--- src/rtl/filter_response_analyzer.sv ---
// Frequency-response measurement engine: runs the sine generator, waits out settling,
// then I/Q-demodulates the filter output over whole sine periods and hands back the sums.
module filter_response_analyzer #(
    parameter int unsigned word_width     = 16,
    parameter int unsigned acc_width      = 48,
    parameter int unsigned period_width   = 32,
    parameter int unsigned lut_len_log2   = 10,
    parameter int unsigned settle_periods = 4
) (
    input  logic                    clk,
    input  logic                    rst,
    input  logic                    start,
    input  logic [period_width-1:0] period_in,
    input  logic [15:0]             num_periods,
    input  logic [word_width-1:0]   ref_sin,
    input  logic [word_width-1:0]   ref_cos,
    input  logic [word_width-1:0]   sample_in,
    input  logic                    sample_valid,
    output logic                    gen_run,
    output logic [period_width-1:0] period_out,
    output logic                    busy,
    output logic [acc_width-1:0]    i_sum,
    output logic [acc_width-1:0]    q_sum,
    output logic [31:0]             sample_count,
    output logic                    result_valid,
    input  logic                    result_ready
);
    localparam int unsigned cnt_width  = period_width + 26;
    localparam int unsigned prod_width = 2 * word_width;
    localparam int unsigned ext_width  = acc_width - prod_width;

    typedef enum logic [2:0] {IDLE, SETTLE, INTEGRATE, FLUSH, HOLD} state_t;

    state_t                  state;
    state_t                  state_next;
    logic [cnt_width-1:0]    cnt;
    logic [cnt_width-1:0]    settle_last;
    logic [cnt_width-1:0]    integ_last;
    logic                    num_zero;
    logic signed [prod_width-1:0] prod_i;
    logic signed [prod_width-1:0] prod_q;
    logic                    prod_valid;

    logic [period_width-1:0] period_eff_c;
    logic [cnt_width-1:0]    base_len_c;
    logic [cnt_width-1:0]    settle_len_c;
    logic [cnt_width-1:0]    integ_len_c;
    logic [acc_width-1:0]    prod_i_ext_c;
    logic [acc_width-1:0]    prod_q_ext_c;

    // Run lengths in clocks, computed once from the operands captured on start
    assign period_eff_c = (period_in == '0) ? period_width'(1) : period_in;
    assign base_len_c   = cnt_width'(period_eff_c) << lut_len_log2;
    assign settle_len_c = cnt_width'(settle_periods) * base_len_c;
    assign integ_len_c  = cnt_width'(num_periods) * base_len_c;
    assign prod_i_ext_c = {{ext_width{prod_i[prod_width-1]}}, prod_i};
    assign prod_q_ext_c = {{ext_width{prod_q[prod_width-1]}}, prod_q};

    always_comb begin
        state_next = state;
        case (state)
            IDLE:      if (start) state_next = SETTLE;
            SETTLE:    if (cnt == settle_last) state_next = num_zero ? FLUSH : INTEGRATE;
            INTEGRATE: if (cnt == integ_last) state_next = FLUSH;
            FLUSH:     state_next = HOLD;
            HOLD:      if (result_ready) state_next = IDLE;
            default:   state_next = IDLE;
        endcase
    end

    always_ff @(posedge clk) begin
        if (rst) begin
            state        <= IDLE;
            cnt          <= '0;
            settle_last  <= '0;
            integ_last   <= '0;
            num_zero     <= 1'b0;
            period_out   <= '0;
            gen_run      <= 1'b0;
            busy         <= 1'b0;
            result_valid <= 1'b0;
            prod_i       <= '0;
            prod_q       <= '0;
            prod_valid   <= 1'b0;
            i_sum        <= '0;
            q_sum        <= '0;
            sample_count <= '0;
        end else begin
            state        <= state_next;
            cnt          <= (state_next != state) ? '0 : cnt + cnt_width'(1);
            gen_run      <= (state_next == SETTLE) || (state_next == INTEGRATE);
            busy         <= (state_next != IDLE);
            result_valid <= (state_next == HOLD);

            if (state == IDLE && start) begin
                period_out  <= period_eff_c;
                settle_last <= settle_len_c - cnt_width'(1);
                integ_last  <= integ_len_c - cnt_width'(1);
                num_zero    <= (num_periods == '0);
            end

            // Stage 1: multiply; stage 2: sign-extend and accumulate
            prod_valid <= (state == INTEGRATE) && sample_valid;
            if ((state == INTEGRATE) && sample_valid) begin
                prod_i <= $signed(sample_in) * $signed(ref_sin);
                prod_q <= $signed(sample_in) * $signed(ref_cos);
            end

            if (state == IDLE) begin
                i_sum        <= '0;
                q_sum        <= '0;
                sample_count <= '0;
            end else if (prod_valid) begin
                i_sum        <= i_sum + prod_i_ext_c;
                q_sum        <= q_sum + prod_q_ext_c;
                sample_count <= sample_count + 32'(1);
            end
        end
    end
endmodule

--- config.mk ---
export PLATFORM = sky130hd
export DESIGN_NAME = filter_response_analyzer
export DESIGN_NICKNAME = d
export VERILOG_FILES = /design/src/rtl/filter_response_analyzer.sv
export SDC_FILE = /design/constraint.sdc
export NUM_CORES = 2
export LEC_CHECK = 0
export ABC_AREA = 1
export CORE_MARGIN = 5
export CORE_UTILIZATION = 55
export DETAILED_ROUTE_END_ITERATION = 12
export HOLD_SLACK_MARGIN = 0.06
export PLACE_DENSITY = 0.73
export SLEW_MARGIN = 20
export SYNTH_ARGS = -nofsm -noshare
export SYNTH_HDL_FRONTEND = slang
export SYNTH_SLANG_ARGS = --single-unit
export TNS_END_PERCENT = 5
--- constraint.sdc ---
create_clock -name clk -period 17.1 [get_ports clk]
set_input_delay 2.565 -clock clk [delete_from_list [all_inputs] [get_ports clk]]
set_output_delay 2.565 -clock clk [all_outputs]
set_load 0.01 [all_outputs]
==> results.sh <==
export IMPL_muxShareOfSynthArea_pct=0
export IMPL_status="completed"
export IMPL_synth_edf_count=0
export IMPL_synth_main_ff_cell="dfxtp_1"
export IMPL_core_area_um2=112000
export IMPL_rows=123
export IMPL_synth_top_family_by_area="adder cells"
export IMPL_start_util_pct=55.4
export IMPL_synth_compound_area_share_pct=8.43
export IMPL_antenna_found_initial=3
export IMPL_yosysWarnings=0
export IMPL_routed_wl_mm=195
export IMPL_slew_violations=0
export IMPL_cts_root_buf="clkbuf_16"
export IMPL_drtIter0Drc=3746
export IMPL_yosys_top_cells_area="fa_1, inv_1, nand2_1"
export IMPL_cp_end_kind="register"
export IMPL_setup_ws_ns=7.19
export IMPL_crit_type="primary input to register"
export IMPL_grt_util_all_layers_pct=32.4
export IMPL_synthToLayoutAreaGrowth_pct=8.39
export IMPL_numCtsBuffers=48
export IMPL_seq_area_frac_synth_pct=11.9
export IMPL_rsz0062_at_grt="no"
export IMPL_grt_pass1_vias=57242
export IMPL_layout_min_cycle_time_ns=9.91
export IMPL_worst_pin_slew_ns=1.08
export IMPL_synth_cell_types=68
export IMPL_cp_max_fo=21
export IMPL_r2r_end="cnt[47]"
export IMPL_setup_tns_ns=0
export IMPL_globalplace_congestion=0.959
export IMPL_clk_insertion_delay_late_ns=0.64
export IMPL_dp_slack_ns=6.61
export IMPL_critPathArrivalTime_ns=10.43
export IMPL_setup_viol_count_final=0
export IMPL_worst_setup_path_start_kind="primary input"
export IMPL_async_flop_share_pct=0
export IMPL_drive_above_1_share_pct=3.29
export IMPL_ys_ff_latch=372
export IMPL_cp_slowest_cell="clkdlybuf4s50_1"
export IMPL_avgSynthCellArea_um2=7.06
export IMPL_r2r_setup_slack_ns=13.14
export IMPL_r2r_cells=10
export IMPL_fin_worst_skew_ns=0.0323
export IMPL_r2r_start="state[1]"
export IMPL_yosysTopAreaCell="fa_1"
export IMPL_worstHoldStart="period_out[31]"
export IMPL_detail_route_antenna_nets=0
export IMPL_ctsHoldBuffers=0
export IMPL_fin_nets=10279
export IMPL_fmax_ghz=0.101
export IMPL_grt_max_degree=96
export IMPL_path_common_cell="nand2_1"
export IMPL_hold_path_cell_count=2
export IMPL_cp_slowest_stage_delay_ns=1.13
export IMPL_post_cts_repair_setup_buffers=0
export IMPL_postCtsResizedCells=0
export IMPL_clk_pin_slew_ns=0.06
export IMPL_grt_overflow_total=0
export IMPL_first_pass_iters=6
export IMPL_drcViolationCount=0
export IMPL_synth_xor_xnor_area_share_pct=3.90
export IMPL_relSlewSlack_pct=27.8
export IMPL_ioPinCount=264
export IMPL_period_share_pct=57.9
export IMPL_yosys_area_share_adder_pct=38.0
export IMPL_timing_hold_violations_final=0
export IMPL_clk_path_buf_depth=3
export IMPL_wire_per_inst_um=18.8
export IMPL_num_vias=55409
export IMPL_die_x_um=347
export IMPL_hold_class="register to register"
export IMPL_h_tree_depth=2
export IMPL_dpl_hpwl_mm=158
export IMPL_numPortBuffers=263
export IMPL_synth_area_um2=62300
export IMPL_maxCapViolations=0
export IMPL_min_to="period_out[31]"
export IMPL_n_fill_cell=10647
export IMPL_synthCells=8834
export IMPL_grt_pass1_wl_mm=312
export IMPL_cts_tree="yes"
export IMPL_numClockSinks=372
export IMPL_syn_nets=10261
export IMPL_dieArea_um2=120000
export IMPL_yosys_area_share_simple_pct=22.4
export IMPL_routed_via_density=5.33
export IMPL_fp_dieH_um=347
export IMPL_required_ns=17.63
export IMPL_synth_top_cell_area_share_pct=30.3
[cells in the mapped netlist (6+ instances only)]
cell type	number
a211oi_1	7
a21boi_0	6
a21o_1	18
a21oi_1	398
a31o_2	7
a31oi_1	32
and3_1	6
buf_1	34
buf_2	16
clkbuf_1	298
dfxtp_1	372
fa_1	944
ha_1	382
inv_1	2165
inv_2	13
nand2_1	2107
nand2_2	24
nand3_1	212
nand3b_1	15
nand4_1	103
nor2_1	718
nor2_2	32
nor2_4	6
nor3_1	84
nor3_2	6
nor4_1	35
o211ai_1	50
o21a_1	32
o21ai_0	305
o21bai_1	28
o221ai_1	21
or2_2	23
xnor2_1	110
xor2_1	162
[registers in the layout (all words and copies together), names as in the netlist]
signal and cells:
gen_run 1, state 3, prod_i 32, result_valid 1, cnt 58, prod_valid 1, prod_q 32, busy 1
period_out 32, settle_last 34, sample_count 32, i_sum 48, q_sum 48, integ_last 48, num_zero 1
[metal layers]
layer / GRT usage (%) / up-vias / share of wire (%)
li1: - / 26349 / -
met1: 39.9 / 26690 / 39
met2: 57.3 / 1961 / 49
met3: 4.26 / 409 / 6.6
met4: 13.9 / 0 / 4.9
met5: 0 / - / 0
[critical path, delay by kind of cell]
| kind | cells | cell delay [ns] |
|---|---|---|
| AO/OA/AOI/OAI | 1 | 0.44 |
| buffers and inverters | 7 | 1.54 |
| AND/OR/NAND/NOR | 21 | 2.74 |
| adder cells (fa/ha/maj) | 7 | 3.15 |
[cells by family (layout without fill, tap and decap cells)]
family          after synthesis  in the layout
xor+xnor                    275            275
compound gates              932            932
buf+inv                    2537           2591
other cells                   0              4
fa+ha+maj                  1326           1326
flops                       372            372
simple gates               3392           3392
[area by class of cell]
cell class	instances	area (um^2)	area share (%)
inverters	2181	8190	12.1
clock buffers	61	1330	1.97
repair buffers	324	3040	4.50
flip-flops and latches	372	7450	11.0
multi-input cells	5925	45300	67.1
clock inverters	25	318	0.470
diodes	4	10.0	0.0148
well taps	1500	1880	2.78
[per-stage QoR]
step / util (%) / hold slack [ns] / cells / instance area (um^2)
after floorplan: - / 0.430 / 8834 / 62300
after global placement: 58.6 / 0.453 / 10302 / 65900
after detailed placement: 58.6 / 0.458 / 10302 / 65900
after CTS: 60.0 / 0.469 / 10388 / 67500
after global routing: 60.0 / 0.495 / 10388 / 67500
final: 60.0 / 0.468 / 10392 / 67600
[cell usage in the layout (no fill, tap or decap), drive strengths merged, types with 21 or more instances in the layout]
cell | netlist | routed
or2 | 25 | 25
clkbuf | 300 | 61
buf | 56 | 71
a31oi | 32 | 32
nand2 | 2132 | 2132
inv | 2178 | 2188
dfxtp | 372 | 372
nand4 | 104 | 104
nand3 | 218 | 218
xnor2 | 113 | 113
ha | 382 | 382
nor3 | 92 | 92
o221ai | 21 | 21
nor4 | 35 | 35
o211ai | 50 | 50
clkdlybuf4s50 | 0 | 253
o21ai | 312 | 312
nor2 | 756 | 756
xor2 | 162 | 162
a21oi | 400 | 400
o21bai | 28 | 28
o21a | 32 | 32
fa | 944 | 944
[worst max path at each step]
stage | start | to | slack, ns | cells after the start
after floorplan | period_in[23] | integ_last[39] | 8.68 | 32
final | period_in[9] | integ_last[45] | 7.19 | 36
after detailed placement | period_in[9] | integ_last[39] | 6.61 | 34
after global routing | period_in[9] | integ_last[56] | 6.62 | 36
after CTS | period_in[9] | integ_last[39] | 7.25 | 34
after global placement | period_in[9] | integ_last[39] | 6.66 | 35
Power is not shown: default switching activity piles up to over one toggle a cycle in this logic, so the estimate is an artifact.
